[config.mk]
export PLATFORM = sky130hd
export DESIGN_NAME = modulation_multiplier_flat
export DESIGN_NICKNAME = d
export VERILOG_FILES = /design/src/rtl/modulation_multiplier_pkg.sv /design/src/rtl/modulation_multiplier_if.sv /design/src/rtl/modulation_duty_scaler.sv /design/src/rtl/modulation_multiplier.sv /design/src/flat_wrapper.sv
export SDC_FILE = /design/constraint.sdc
export NUM_CORES = 1
export LEC_CHECK = 0
export ABC_AREA = 1
export ABC_CLOCK_PERIOD_IN_PS = 5600
export BUFFER_PORTS_ARGS = -buffer_cell sky130_fd_sc_hd__buf_2
export CAP_MARGIN = 5
export CORE_ASPECT_RATIO = 1.2
export CORE_MARGIN = 3
export CORE_UTILIZATION = 40
export CTS_BUF_LIST = sky130_fd_sc_hd__clkbuf_2
export DETAILED_ROUTE_END_ITERATION = 6
export SLEW_MARGIN = 5
export SYNTH_ARGS = -nofsm -noshare
export SYNTH_HDL_FRONTEND = slang
export SYNTH_SLANG_ARGS = --single-unit
[constraint.sdc]
create_clock -name CLK -period 5.6 [get_ports CLK]
set_input_delay 0.56 -clock CLK [delete_from_list [all_inputs] [get_ports CLK]]
set_output_delay 0.56 -clock CLK [all_outputs]
set_load 0.01 [all_outputs]
[src/rtl/modulation_multiplier_pkg.sv]
// ---------------------------------------------------------------------------
// modulation_pkg : shared defaults and FSM state type for the multiplier
// Revision: 1.0
// ---------------------------------------------------------------------------
`default_nettype none

package modulation_pkg;

  localparam int WIDTH_DEFAULT = 13;
  localparam int DEPTH_DEFAULT = 249;

  typedef enum logic {
    IDLE = 1'b0,
    RUN  = 1'b1
  } mod_mult_state_t;

endpackage

`default_nettype wire

[src/rtl/modulation_multiplier_if.sv]
// ---------------------------------------------------------------------------
// modulation_multiplier_if : sampler/operator inputs and PWM-side outputs
// Revision: 1.0
// ---------------------------------------------------------------------------
`default_nettype none

interface modulation_multiplier_if #(
  parameter int WIDTH = modulation_pkg::WIDTH_DEFAULT
);

  logic [7:0]       M;
  logic             START;
  logic [15:0]      IDX;
  logic [WIDTH-1:0] DUTY_IN;
  logic [WIDTH-1:0] PHASE_IN;
  logic             DIN_VALID;
  logic [WIDTH-1:0] DUTY_OUT;
  logic [WIDTH-1:0] PHASE_OUT;
  logic             DOUT_VALID;
  logic [7:0]       DOUT_ADDR;
  logic [15:0]      MOD_IDX;
  logic             BUSY;
  logic             OVERRUN;

  modport master (
    output M, START, IDX, DUTY_IN, PHASE_IN, DIN_VALID,
    input  DUTY_OUT, PHASE_OUT, DOUT_VALID, DOUT_ADDR, MOD_IDX, BUSY, OVERRUN
  );

  modport slave (
    input  M, START, IDX, DUTY_IN, PHASE_IN, DIN_VALID,
    output DUTY_OUT, PHASE_OUT, DOUT_VALID, DOUT_ADDR, MOD_IDX, BUSY, OVERRUN
  );

endinterface

`default_nettype wire

[src/rtl/modulation_duty_scaler.sv]
// ---------------------------------------------------------------------------
// modulation_duty_scaler : 2-stage duty * (m+1) >> 8 with aligned phase/addr
// Revision: 1.0
// ---------------------------------------------------------------------------
`default_nettype none

module modulation_duty_scaler #(
  parameter int WIDTH = 13
) (
  input  wire logic             clk,
  input  wire logic             rst,
  input  wire logic             i_valid,
  input  wire logic [WIDTH-1:0] i_duty,
  input  wire logic [WIDTH-1:0] i_phase,
  input  wire logic [7:0]       i_m,
  input  wire logic [7:0]       i_addr,
  input  wire logic             i_bypass,
  output logic                  o_valid,
  output logic [WIDTH-1:0]      o_duty,
  output logic [WIDTH-1:0]      o_phase,
  output logic [7:0]            o_addr
);

  logic             s1_valid_q, s1_valid_d;
  logic [WIDTH-1:0] s1_duty_q, s1_duty_d;
  logic [WIDTH-1:0] s1_phase_q, s1_phase_d;
  logic [7:0]       s1_m_q, s1_m_d;
  logic [7:0]       s1_addr_q, s1_addr_d;
  logic             s1_bypass_q, s1_bypass_d;

  logic             s2_valid_q, s2_valid_d;
  logic [WIDTH-1:0] s2_duty_q, s2_duty_d;
  logic [WIDTH-1:0] s2_phase_q, s2_phase_d;
  logic [7:0]       s2_addr_q, s2_addr_d;

  logic [8:0]       m_plus;
  logic [WIDTH+8:0] product;
  logic             prod_unused;

  // m+1 <= 256 keeps the top product bit clear, so the shifted result fits WIDTH
  assign m_plus      = {1'b0, s1_m_q} + 9'd1;
  assign product     = {9'd0, s1_duty_q} * {{WIDTH{1'b0}}, m_plus};
  assign prod_unused = ^{product[7:0], product[WIDTH+8]};

  always_comb begin
    s1_valid_d  = i_valid;
    s1_duty_d   = s1_duty_q;
    s1_phase_d  = s1_phase_q;
    s1_m_d      = s1_m_q;
    s1_addr_d   = s1_addr_q;
    s1_bypass_d = s1_bypass_q;
    s2_valid_d  = s1_valid_q;
    s2_duty_d   = s2_duty_q;
    s2_phase_d  = s2_phase_q;
    s2_addr_d   = s2_addr_q;
    if (i_valid) begin
      s1_duty_d   = i_duty;
      s1_phase_d  = i_phase;
      s1_m_d      = i_m;
      s1_addr_d   = i_addr;
      s1_bypass_d = i_bypass;
    end
    // data registers only load on valid so outputs hold between words
    if (s1_valid_q) begin
      s2_duty_d  = s1_bypass_q ? s1_duty_q : product[WIDTH+7:8];
      s2_phase_d = s1_phase_q;
      s2_addr_d  = s1_addr_q;
    end
  end

  always_ff @(posedge clk) begin
    if (rst) begin
      s1_valid_q  <= 1'b0;
      s1_duty_q   <= '0;
      s1_phase_q  <= '0;
      s1_m_q      <= '0;
      s1_addr_q   <= '0;
      s1_bypass_q <= 1'b0;
      s2_valid_q  <= 1'b0;
      s2_duty_q   <= '0;
      s2_phase_q  <= '0;
      s2_addr_q   <= '0;
    end else begin
      s1_valid_q  <= s1_valid_d;
      s1_duty_q   <= s1_duty_d;
      s1_phase_q  <= s1_phase_d;
      s1_m_q      <= s1_m_d;
      s1_addr_q   <= s1_addr_d;
      s1_bypass_q <= s1_bypass_d;
      s2_valid_q  <= s2_valid_d;
      s2_duty_q   <= s2_duty_d;
      s2_phase_q  <= s2_phase_d;
      s2_addr_q   <= s2_addr_d;
    end
  end

  assign o_valid = s2_valid_q;
  assign o_duty  = s2_duty_q;
  assign o_phase = s2_phase_q;
  assign o_addr  = s2_addr_q;

endmodule

`default_nettype wire

[src/rtl/modulation_multiplier.sv]
// ---------------------------------------------------------------------------
// modulation_multiplier : per-frame m latch, accept FSM and overrun flag
// Optional MODULATION_BYPASS_EN adds BYPASS (duty passed through unscaled).
// Revision: 1.0
// ---------------------------------------------------------------------------
`default_nettype none

module modulation_multiplier
  import modulation_pkg::*;
#(
  parameter int WIDTH = WIDTH_DEFAULT,
  parameter int DEPTH = DEPTH_DEFAULT
) (
  input  wire logic CLK,
  input  wire logic RST,
`ifdef MODULATION_BYPASS_EN
  input  wire logic BYPASS,
`endif
  modulation_multiplier_if.slave bus
);

  localparam logic [7:0] LAST_ADDR = 8'(DEPTH - 1);

  mod_mult_state_t state_q, state_d;
  logic [7:0]      m_q, m_d;
  logic [15:0]     mod_idx_q, mod_idx_d;
  logic [7:0]      count_q, count_d;
  logic            overrun_q, overrun_d;
  logic            bypass_w;
  logic            accept;
  logic            final_accept;
  logic            latch;

`ifdef MODULATION_BYPASS_EN
  logic bypass_q, bypass_d;
  assign bypass_w = bypass_q;
`else
  assign bypass_w = 1'b0;
`endif

  assign accept       = (state_q == RUN) && bus.DIN_VALID;
  assign final_accept = accept && (count_q == LAST_ADDR);

  always_comb begin
    state_d   = state_q;
    m_d       = m_q;
    mod_idx_d = mod_idx_q;
    count_d   = count_q;
    overrun_d = overrun_q;
    latch     = 1'b0;
`ifdef MODULATION_BYPASS_EN
    bypass_d  = bypass_q;
`endif
    unique case (state_q)
      IDLE: latch = bus.START;
      RUN: begin
        if (accept) count_d = count_q + 8'd1;
        // START landing on the last word opens the next frame instead of overrunning
        if (final_accept) begin
          state_d = IDLE;
          latch   = bus.START;
        end else if (bus.START) begin
          overrun_d = 1'b1;
        end
      end
      default: state_d = IDLE;
    endcase
    if (latch) begin
      state_d   = RUN;
      m_d       = bus.M;
      mod_idx_d = bus.IDX;
      count_d   = 8'd0;
`ifdef MODULATION_BYPASS_EN
      bypass_d  = BYPASS;
`endif
    end
  end

  always_ff @(posedge CLK) begin
    if (RST) begin
      state_q   <= IDLE;
      m_q       <= '0;
      mod_idx_q <= '0;
      count_q   <= '0;
      overrun_q <= 1'b0;
`ifdef MODULATION_BYPASS_EN
      bypass_q  <= 1'b0;
`endif
    end else begin
      state_q   <= state_d;
      m_q       <= m_d;
      mod_idx_q <= mod_idx_d;
      count_q   <= count_d;
      overrun_q <= overrun_d;
`ifdef MODULATION_BYPASS_EN
      bypass_q  <= bypass_d;
`endif
    end
  end

  modulation_duty_scaler #(.WIDTH(WIDTH)) u_scaler (
    .clk      (CLK),
    .rst      (RST),
    .i_valid  (accept),
    .i_duty   (bus.DUTY_IN),
    .i_phase  (bus.PHASE_IN),
    .i_m      (m_q),
    .i_addr   (count_q),
    .i_bypass (bypass_w),
    .o_valid  (bus.DOUT_VALID),
    .o_duty   (bus.DUTY_OUT),
    .o_phase  (bus.PHASE_OUT),
    .o_addr   (bus.DOUT_ADDR)
  );

  assign bus.MOD_IDX = mod_idx_q;
  assign bus.BUSY    = (state_q == RUN);
  assign bus.OVERRUN = overrun_q;

endmodule

`default_nettype wire

[src/flat_wrapper.sv]
// flat-port wrapper written by rule: the top's interface ports become plain ports
module modulation_multiplier_flat import modulation_pkg::*;
#(
  parameter int WIDTH = WIDTH_DEFAULT,
  parameter int DEPTH = DEPTH_DEFAULT
)
  (CLK, RST, bus_M, bus_START, bus_IDX, bus_DUTY_IN, bus_PHASE_IN, bus_DIN_VALID, bus_DUTY_OUT, bus_PHASE_OUT, bus_DOUT_VALID, bus_DOUT_ADDR, bus_MOD_IDX, bus_BUSY, bus_OVERRUN);
  modulation_multiplier_if #(.WIDTH(WIDTH)) bus_i ();
  input  wire logic CLK;
  input  wire logic RST;
  input wire logic [$bits(bus_i.M)-1:0] bus_M;
  input wire logic [$bits(bus_i.START)-1:0] bus_START;
  input wire logic [$bits(bus_i.IDX)-1:0] bus_IDX;
  input wire logic [$bits(bus_i.DUTY_IN)-1:0] bus_DUTY_IN;
  input wire logic [$bits(bus_i.PHASE_IN)-1:0] bus_PHASE_IN;
  input wire logic [$bits(bus_i.DIN_VALID)-1:0] bus_DIN_VALID;
  output wire logic [$bits(bus_i.DUTY_OUT)-1:0] bus_DUTY_OUT;
  output wire logic [$bits(bus_i.PHASE_OUT)-1:0] bus_PHASE_OUT;
  output wire logic [$bits(bus_i.DOUT_VALID)-1:0] bus_DOUT_VALID;
  output wire logic [$bits(bus_i.DOUT_ADDR)-1:0] bus_DOUT_ADDR;
  output wire logic [$bits(bus_i.MOD_IDX)-1:0] bus_MOD_IDX;
  output wire logic [$bits(bus_i.BUSY)-1:0] bus_BUSY;
  output wire logic [$bits(bus_i.OVERRUN)-1:0] bus_OVERRUN;
  assign bus_i.M = bus_M;
  assign bus_i.START = bus_START;
  assign bus_i.IDX = bus_IDX;
  assign bus_i.DUTY_IN = bus_DUTY_IN;
  assign bus_i.PHASE_IN = bus_PHASE_IN;
  assign bus_i.DIN_VALID = bus_DIN_VALID;
  assign bus_DUTY_OUT = bus_i.DUTY_OUT;
  assign bus_PHASE_OUT = bus_i.PHASE_OUT;
  assign bus_DOUT_VALID = bus_i.DOUT_VALID;
  assign bus_DOUT_ADDR = bus_i.DOUT_ADDR;
  assign bus_MOD_IDX = bus_i.MOD_IDX;
  assign bus_BUSY = bus_i.BUSY;
  assign bus_OVERRUN = bus_i.OVERRUN;
  modulation_multiplier #(.WIDTH(WIDTH), .DEPTH(DEPTH)) u_core (.CLK(CLK), .RST(RST), .bus(bus_i));
endmodule
==> flow_metrics.py, run 1 <==
metrics = {
    "routing": {
        "first_iter_violations": 172,
        "wl_per_cell_um": 13.3,
        "route.detailed.drc": 0,
        "via_per_inst": 4.73,
        "vias": 6281,
        "antenna_left": 0,
        "first_pass_iters": 4,
        "wl_um": 17600,
    },
    "cts": {
        "clk_pin_slew_ps": 320,
        "cts_resized": 0,
        "htree_levels": 3,
        "cts_tree": "done",
        "hold_buffers": 0,
        "root_buffer": "clkbuf_2",
        "numCtsBuffers": 9,
        "cts_sinks": 112,
        "ctsLongestPathBuffers": 2,
        "cts_setup_buffers": 0,
        "clk_latency_ps": 580,
    },
    "worst_setup_path": {
        "crit_path_end_kind": "flop",
        "worstPathRequired_ps": 6130,
        "path_common_cell": "inv_1",
        "crit_type": "flop to flop",
        "crit_slowest_cell": "fa_1",
        "worstPathArrival_ps": 5690,
        "critPathLaunchType": "flop",
        "slowest_delay_ps": 580,
        "crit_family": "adder cells",
        "crit_buf_inv": 6,
        "critPathMaxFanout": 8,
    },
    "floorplan": {
        "num_io_pins": 107,
        "initial_utilization_pct": 41.0,
        "fp.dieW_um": 131,
        "die_area_um2": 20400,
        "core_area_um2": 18300,
        "die_h_um": 156,
        "rows": 54,
    },
    "yosys": {
        "synth-edff-count": 0,
        "ys.flop_type": "dfxtp_1",
        "synth_area_um2": 7500,
        "ys_seq_area_share_pct": 29.9,
        "avgSynthCellArea_um2": 7.64,
        "ys_warn_count": 0,
        "postSynth.asyncResetShare_pct": 0,
        "ys_ff_latch": 112,
        "syn_inst": 982,
        "synth_cell_type_count": 30,
        "syn_nets": 1151,
    },
    "finish": {
        "final_cell_mix": "nor2_1, inv_1, nand2_1",
        "synthToLayoutAreaGrowth_pct": 11.4,
        "design_area_um2": 8360,
        "layout.nets": 1240,
        "drive_gt1_share_pct": 13.1,
        "layout_commonest_cell": "nor2_1",
    },
    "power_and_ir_drop": {
        "total_leakage_power_uw": 0.00418,
        "pwr-share-seq_pct": 57.1,
        "clkPwrFrac_pct": 22.5,
        "fin_total_pwr_uw": 1540,
        "irDropWorstVdd_mv": 0.142,
        "powerDensity_nw_per_um2": 184,
        "netSwitchingFraction_pct": 33.3,
        "combPwrFrac_pct": 20.4,
        "p_switching_uw": 511,
        "power.internal_uw": 1020,
    },
    "grt": {
        "antenna_found_initial": 1,
        "grt_max_degree": 63,
        "grt_usage_pct": 18.3,
        "grt_pass1_vias": 6426,
        "grt_pass1_wl_um": 30300,
        "grt-ovfl-total": 0,
    },
    "placed_design": {
        "place_congestion": 0.884,
        "post_dp_cell_area_um2": 8250,
        "hpwl_um": 13700,
        "io_buffers": 106,
    },
    "sta": {
        "finalCritPeriodShare_pct": 92.1,
        "setup_viol": 0,
        "period_needed_ps": 5160,
        "rsz0062_at_grt": "false",
        "finalMaxSlewViolations": 0,
        "fmax_mhz": 194,
        "hold_viol": 0,
        "clock_skew_ps": 41.9,
        "tns_ps": 0,
        "relSlewSlack_pct": 46.6,
        "worst-slew-pin-transition_ps": 801,
    },
    "min_path": {
        "hold_path.class": "input port to flop",
    },
    "status": {
        "status": "finished clean",
    },
    "run": {
        "max-cap-violations": 0,
    },
}
[power by group through the flow]
stage / combinational, uW / clock [uW] / sequential [uW]
2_1_floorplan: 207 / 0 / 891
3_3_place_gp: 315 / 0 / 889
3_5_place_dp: 318 / 0 / 890
4_1_cts: 319 / 361 / 877
5_1_grt: 363 / 392 / 883
6_report: 313 / 346 / 877
[per-layer routing]
metal / up-vias / global-route usage (%) / part of all wire, %
li1: 3199 / - / -
met1: 2935 / 21.7 / 42
met2: 123 / 33.4 / 52
met3: 24 / 3.12 / 4.0
met4: 0 / 5.19 / 2.3
met5: - / 0 / 0
[state kept, by name, summed over array words and instances (netlist names)]
| name | count |
|---|---|
| u_core.u_scaler.s1_duty_q | 13 |
| u_core.u_scaler.o_phase | 13 |
| u_core.u_scaler.o_duty | 13 |
| u_core.count_q | 8 |
| u_core.u_scaler.s1_valid_q | 1 |
| u_core.m_q | 8 |
| u_core.bus.OVERRUN | 1 |
| u_core.u_scaler.s1_m_q | 8 |
| u_core.bus.MOD_IDX | 16 |
| u_core.bus.BUSY | 1 |
| u_core.u_scaler.s1_addr_q | 8 |
| u_core.u_scaler.s1_phase_q | 13 |
| u_core.u_scaler.o_valid | 1 |
| u_core.u_scaler.o_addr | 8 |
[metrics by stage]
step | worst slack [ps] | util [%] | hold slack, ps | instances
6_report | 440 | 45.6 | 172 | 1328
5_1_grt | 37.0 | 45.6 | 97.4 | 1328
4_1_cts | 224 | 45.6 | 119 | 1327
3_5_place_dp | 277 | 45.0 | 463 | 1312
3_3_place_gp | 362 | 45.0 | 444 | 1312
2_1_floorplan | 750 | - | 438 | 982
[path summary, 6_finish.rpt]
path / from / endpoint / slack [ps] / cells past startpoint
setup reg to reg: u_core.u_scaler.s1_m_q[0]$_SDFFE_PP0P_ / u_core.u_scaler.o_duty[11]$_SDFFE_PP0P_ / 440 / 25
setup / recovery: u_core.u_scaler.s1_m_q[0]$_SDFFE_PP0P_ / u_core.u_scaler.o_duty[11]$_SDFFE_PP0P_ / 440 / 25
hold / removal: bus_IDX[1] / u_core.bus.MOD_IDX[1]$_SDFFE_PP0P_ / 170 / 3
hold reg to reg: u_core.u_scaler.s1_addr_q[0]$_SDFFE_PP0P_ / u_core.u_scaler.o_addr[0]$_SDFFE_PP0P_ / 490 / 2
[synth_stat cells, types with 2 or more instances]
cell type    n  area, um2
o21bai_1     4       30.0
clkbuf_1    31        116
a21o_1       5       37.5
nand2_2      3       18.8
nand4_1      3       18.8
buf_6        2       22.5
o21ai_1     17       85.1
a31oi_1      5       31.3
inv_1      157        589
nor2_1     221        830
a21oi_1     44        220
nor3b_1      2       15.0
xnor2_1      5       43.8
ha_1        39        488
xor2_1       8       70.1
a21boi_0     2       15.0
nand3_1     19       95.1
fa_1        76       1520
o21ai_0     85        425
dfxtp_1    112       2240
nand2_1    126        473
nor3_1       8       40.0
[worst reg2reg max path: cells and delay by family (launching register included)]
kind	cells	cell delay, ps
AOI/OAI and AO/OA	2	400
xor gates and xnor gates	1	200
adders and majority gates	6	2650
buffers and inverters	6	520
DFF	1	420
and+or+nand+nor	10	950
[area by class of cell]
cell class,count,area [um2]
diodes,1,2.50
flip-flops and latches,112,2240
repair buffers,113,583
multi-input cells,676,4510
inverters,159,598
clock inverters,6,55.1
well taps,252,315
fillers,1932,9950
clock buffers,9,45.0
[kinds of logic after synthesis]
family                     synth area share (%)
DFF                                        29.9
buffers and inverters                      9.96
adders and majority gates                  26.8
xor gates and xnor gates                   1.52
and+or+nand+nor                            20.1
AOI/OAI and AO/OA                          11.7
Note: power is estimated with default switching activity, not from simulation.
==> inputs of run 2 (changes only) <==
--- a/config.mk
+++ b/config.mk
@@ -5,7 +5,7 @@
 export SDC_FILE = /design/constraint.sdc
 export NUM_CORES = 1
 export LEC_CHECK = 0
-export ABC_AREA = 1
+export ABC_AREA = 0
 export ABC_CLOCK_PERIOD_IN_PS = 5600
 export BUFFER_PORTS_ARGS = -buffer_cell sky130_fd_sc_hd__buf_2
 export CAP_MARGIN = 5
==> flow_metrics.py, run 2 <==
metrics = {
    "status": {
        "status": "finished clean",
    },
    "sta": {
        "finalCritPeriodShare_pct": 93.5,
        "tns_ps": 0,
        "period_needed_ps": 5240,
        "clock_skew_ps": 45.7,
        "setup_viol": 0,
        "fmax_mhz": 191,
        "rsz0062_at_grt": "false",
        "holdWs_ps": 66.7,
        "finalWorstSetupSlack_ps": 365,
        "hold_viol": 0,
        "relSlewSlack_pct": 36.2,
        "worst-slew-pin-transition_ps": 957,
        "finalMaxSlewViolations": 0,
    },
    "floorplan": {
        "fp.dieW_um": 132,
        "rows": 54,
        "die_h_um": 157,
        "num_io_pins": 107,
        "initial_utilization_pct": 41.5,
        "core_area_um2": 18400,
        "die_area_um2": 20800,
    },
    "cts": {
        "clk_pin_slew_ps": 350,
        "numCtsBuffers": 9,
        "ctsLongestPathBuffers": 2,
        "cts_sinks": 112,
        "htree_levels": 3,
        "clk_latency_ps": 670,
        "root_buffer": "clkbuf_2",
        "cts_setup_buffers": 0,
        "cts_tree": "done",
    },
    "placed_design": {
        "dp_worst_setup_slack_ps": 250,
        "hpwl_um": 13800,
        "place_congestion": 0.846,
        "io_buffers": 106,
        "post_dp_cell_area_um2": 8430,
    },
    "worst_setup_path": {
        "cp_cell_sequence": "and3_1 > nand3_1 > nor2_1 > xor2_2 > buf_4 > and2_1 > fa_1 > inv_1 > fa_1 > inv_1 > fa_1 > inv_1 > fa_1 > inv_1 > ha_1 > and4_1 > nand4_1 > nor3b_1 > a211o_1 > o21ai_0 > o311ai_1",
        "critPathLaunchType": "flop",
        "crit_path_end_kind": "flop",
        "worstPathArrival_ps": 5820,
        "slowest_delay_ps": 520,
        "r2r_slack_ps": 360,
        "worstSetupStartpoint": "u_core.u_scaler.s1_m_q[1]$_SDFFE_PP0P_",
        "crit_slowest_cell": "fa_1",
        "worstPathRequired_ps": 6180,
        "crit_type": "flop to flop",
        "r2r_start": "u_core.u_scaler.s1_m_q[1]$_SDFFE_PP0P_",
        "critPathMaxFanout": 10,
    },
    "finish": {
        "synthToLayoutAreaGrowth_pct": 13.8,
        "drive_gt1_share_pct": 15.3,
        "design_area_um2": 8700,
        "largest_reg_flops": 16,
        "layout.nets": 1175,
        "filler_cell_count": 1881,
        "layout_commonest_cell": "nand2_1",
        "final_cell_mix": "nand2_1, dfxtp_1, buf_2",
    },
    "routing": {
        "via_per_inst": 4.87,
        "wl_um": 18000,
        "vias": 6166,
        "first_iter_violations": 253,
        "antenna_left": 0,
        "route.detailed.drc": 0,
        "first_pass_iters": 4,
        "wl_per_cell_um": 14.3,
    },
    "yosys": {
        "syn_inst": 913,
        "syn_nets": 1082,
        "synthTopCellsByCount": "nand2_1, dfxtp_1, inv_1, a21oi_1, fa_1",
        "ys_ff_latch": 112,
        "yosys.area.top_type": "dfxtp_1",
        "synth_top_area_share_pct": 29.3,
        "ys_warn_count": 0,
        "avgSynthCellArea_um2": 8.38,
        "synth_cell_type_count": 48,
        "synth-edff-count": 0,
        "ys.flop_type": "dfxtp_1",
        "ys_seq_area_share_pct": 29.3,
        "synth_area_um2": 7650,
        "synth_area_leaders": "dfxtp_1, fa_1, nand2_1, ha_1, a21oi_1",
        "postSynth.asyncResetShare_pct": 0,
        "yosysMostFrequentCell": "nand2_1",
    },
    "run": {
        "max-cap-violations": 0,
    },
    "grt": {
        "grt_usage_pct": 17.7,
        "grt-ovfl-total": 0,
        "antenna_found_initial": 1,
        "grt_pass1_vias": 6208,
        "grt_pass1_wl_um": 30100,
        "grt_max_degree": 55,
    },
    "power_and_ir_drop": {
        "irDropWorstVdd_mv": 0.118,
        "powerDensity_nw_per_um2": 158,
        "total_leakage_power_uw": 0.00407,
    },
    "min_path": {
        "hold_path.class": "input port to flop",
        "holdCritStartpoint": "bus_IDX[10]",
    },
}
## run 2: logic make-up after synthesis
family | count (synthesis) | share of synthesized area (%)
and+or+nand+nor | 369 | 22.0
buffers and inverters | 154 | 7.61
AOI/OAI and AO/OA | 115 | 8.93
adders and majority gates | 115 | 26.3
DFF | 112 | 29.3
muxes | 25 | 3.27
xor gates and xnor gates | 23 | 2.63
## run 2: final timing paths
check        cells after the start                                          end
max                             21      u_core.u_scaler.o_duty[12]$_SDFFE_PP0P_
min                              3          u_core.bus.MOD_IDX[10]$_SDFFE_PP0P_
max reg2reg                     21      u_core.u_scaler.o_duty[12]$_SDFFE_PP0P_
min reg2reg                      2  u_core.u_scaler.s1_phase_q[12]$_SDFFE_PP0P_
## run 2: what timing repair did
item / 4_1_cts / 5_1_grt
setup endpoints to repair: 0 / 9
endpoints found under the hold margin: 1 / 11
hold buffers: 1 / 11
gates resized for setup: 0 / 5
## run 2: routing by layer
| metal | up-vias | track usage [%] | wire (um) |
|---|---|---|---|
| met2 | 106 | 31.7 | 9240 |
| met5 | - | 0 | 0 |
| met3 | 23 | 3.80 | 683 |
| met1 | 2983 | 21.2 | 7610 |
| met4 | 0 | 6.24 | 508 |
| li1 | 3054 | - | - |
## run 2: area by class of cell
cell class	instances	area (um2)	area share, %
Timing Repair Buffer	137	796	9.14
Multi-Input combinational cell	647	4840	55.6
Tap cell	252	315	3.62
Clock inverter	7	81.3	0.934
Antenna cell	2	5.00	0.0575
Sequential cell	112	2250	25.8
Inverter	99	372	4.27
Clock buffer	9	45.0	0.518
## run 2: power breakdown
part	leakage, uW	switching (uW)	internal (uW)	total, uW
Combinational	0.00309	85.6	59.5	145
Clock	0.0000670	310	72.9	382
Sequential	0.000910	22.1	823	845
Total	0.00407	417	955	1370
## run 2: through the flow
step                      utilization (%)  instances  power (uW)
after CTS                            46.5       1252        1390
final                                47.2       1265        1370
after floorplan                         -        913         940
after detailed placement             45.7       1235         999
after global placement               45.7       1235         997
after global routing                 47.2       1265        1450
## run 2: worst max-delay path, delay by kind of cell, from the launching register on
kind	cells	cell delay, ps
AND/OR/NAND/NOR	7	1150
AO/OA/AOI/OAI	3	520
adder cells (fa/ha/maj)	5	2490
buffers and inverters	5	390
XOR/XNOR	1	170
flip-flops	1	440
==> inputs of run 3 (changes only) <==
==> constraint.sdc (replaced) <==
create_clock -name CLK -period 5.6 [get_ports CLK]
set_input_delay 0.28 -clock CLK [delete_from_list [all_inputs] [get_ports CLK]]
set_output_delay 0.28 -clock CLK [all_outputs]
set_load 0.01 [all_outputs]
==> flow_metrics.py, run 3 (synthesis gave the netlist of run 2 again) <==
metrics = {
    "floorplan": {
        "fp.dieW_um": 132,
        "rows": 54,
        "num_io_pins": 107,
        "initial_utilization_pct": 41.5,
        "die_area_um2": 20800,
        "core_area_um2": 18400,
        "die_h_um": 157,
    },
    "grt": {
        "grt-ovfl-total": 0,
        "grt_usage_pct": 18.3,
        "grt_pass1_wl_um": 31100,
        "grt_pass1_vias": 6483,
        "grt_max_degree": 81,
        "antenna_found_initial": 1,
    },
    "power_and_ir_drop": {
        "total_leakage_power_uw": 0.00432,
        "powerDensity_nw_per_um2": 158,
        "fin_total_pwr_uw": 1460,
        "irDropWorstVdd_mv": 0.195,
    },
    "worst_setup_path": {
        "crit_path_end_kind": "flop",
        "worstPathArrival_ps": 5860,
        "worstPathRequired_ps": 6180,
        "critPathLaunchType": "flop",
        "critPathMaxFanout": 10,
        "r2r_start": "u_core.u_scaler.s1_m_q[4]$_SDFFE_PP0P_",
        "crit_type": "flop to flop",
        "r2r-end": "u_core.u_scaler.o_duty[12]$_SDFFE_PP0P_",
        "r2r_cells": 21,
        "r2r_slack_ps": 320,
    },
    "cts": {
        "clk_latency_ps": 650,
        "htree_levels": 3,
        "cts_sinks": 112,
        "cts_tree": "done",
        "clk_pin_slew_ps": 350,
        "cts_setup_buffers": 0,
        "root_buffer": "clkbuf_2",
        "ctsLongestPathBuffers": 2,
        "numCtsBuffers": 9,
    },
    "finish": {
        "layout_commonest_cell": "nand2_1",
        "largest_reg_flops": 16,
        "layout.nets": 1225,
        "drive_gt1_share_pct": 14.4,
        "design_area_um2": 9230,
        "filler_cell_count": 1791,
        "final-seq-area_um2": 2240,
        "final_util_pct": 50.0,
        "synthToLayoutAreaGrowth_pct": 20.7,
        "multiInputGateArea_um2": 4840,
        "final_cell_mix": "nand2_1, dfxtp_1, buf_2",
    },
    "routing": {
        "via_per_inst": 4.80,
        "vias": 6315,
        "first_iter_violations": 209,
        "first_pass_iters": 4,
        "antenna_left": 0,
        "wl_um": 18400,
        "route.detailed.drc": 0,
        "wl_per_cell_um": 14.0,
    },
    "sta": {
        "setup_viol": 0,
        "worst-slew-pin-transition_ps": 929,
        "finalMaxSlewViolations": 0,
        "period_needed_ps": 5280,
        "hold_viol": 0,
        "relSlewSlack_pct": 38.1,
        "clock_skew_ps": 25.2,
        "holdWs_ps": 84.2,
        "finalCritPeriodShare_pct": 94.2,
        "fmax_mhz": 190,
    },
    "status": {
        "status": "finished clean",
    },
    "placed_design": {
        "place_congestion": 0.852,
        "hpwl_um": 13700,
        "post_dp_cell_area_um2": 8430,
        "io_buffers": 106,
    },
    "run": {
        "max-cap-violations": 0,
    },
    "min_path": {
        "whs_endpoint": "u_core.u_scaler.s1_addr_q[1]$_SDFFE_PP0P_",
        "hold_path.class": "input port to flop",
        "min_path_cells": 4,
        "holdCritStartpoint": "bus_DIN_VALID",
    },
}
==> run 3: routing by layer <==
| metal | share of wire, % | GRT usage (%) |
|---|---|---|
| met3 | 4.1 | 3.07 |
| met2 | 52 | 33.4 |
| met1 | 41 | 21.7 |
| met4 | 2.5 | 6.44 |
| met5 | 0 | 0 |
==> run 3: worst max-delay path by stage <==
| stage | from | endpoint | slack (ps) | cells past startpoint |
|---|---|---|---|---|
| global route | u_core.u_scaler.s1_m_q[4]$_SDFFE_PP0P_ | u_core.u_scaler.o_duty[12]$_SDFFE_PP0P_ | -10 | 21 |
| CTS | u_core.u_scaler.s1_m_q[4]$_SDFFE_PP0P_ | u_core.u_scaler.o_duty[12]$_SDFFE_PP0P_ | 230 | 17 |
| global placement | u_core.u_scaler.s1_m_q[4]$_SDFFE_PP0P_ | u_core.u_scaler.o_duty[6]$_SDFFE_PP0P_ | 310 | 17 |
| finish | u_core.u_scaler.s1_m_q[4]$_SDFFE_PP0P_ | u_core.u_scaler.o_duty[12]$_SDFFE_PP0P_ | 320 | 21 |
| floorplan | u_core.u_scaler.s1_m_q[0]$_SDFFE_PP0P_ | u_core.u_scaler.o_duty[12]$_SDFFE_PP0P_ | 550 | 19 |
| detailed placement | u_core.u_scaler.s1_m_q[4]$_SDFFE_PP0P_ | u_core.u_scaler.o_duty[6]$_SDFFE_PP0P_ | 260 | 17 |
==> run 3: worst max-delay path, cell delays in order, from the launching register on <==
cell and delay, ps:
dfxtp_1 450, and3_1 170, nand3_1 110, nor2_1 200, xor2_2 170, buf_4 190
and2_1 170, fa_1 500, inv_1 60, fa_1 530, inv_1 50, fa_1 520
inv_1 50, fa_1 520, inv_1 40, ha_1 420, and4_1 280, nand4_1 180
nor3b_1 80, a211o_1 280, o21ai_0 140, o311ai_1 100
==> run 3: area by class of cell <==
type | count | area share (%)
well taps | 252 | 3.42
clock inverters | 7 | 1.19
clock buffers | 9 | 0.488
inverters | 99 | 4.03
diodes | 2 | 0.0542
multi-input cells | 647 | 52.5
flip-flops and latches | 112 | 24.3
repair buffers | 187 | 14.0
==> run 3: per-stage QoR <==
step	setup slack, ps	TNS (ps)	std cells
detailed placement	258	0	1235
CTS	228	0	1313
global route	-14.6	-14.6	1315
global placement	309	0	1235
finish	323	0	1315
floorplan	554	0	913
==> run 3: power breakdown <==
group	internal [uW]	switching [uW]
Clock	125	316
Sequential	823	22.3
Combinational	81.6	90.8
Total	1030	429
==> run 3: repair_timing <==
| item | in CTS | in global routing |
|---|---|---|
| gates resized for setup | 0 | 3 |
| hold endpoints to repair | 60 | 0 |
| hold buffers | 62 | 0 |
| setup endpoints to repair | 0 | 9 |
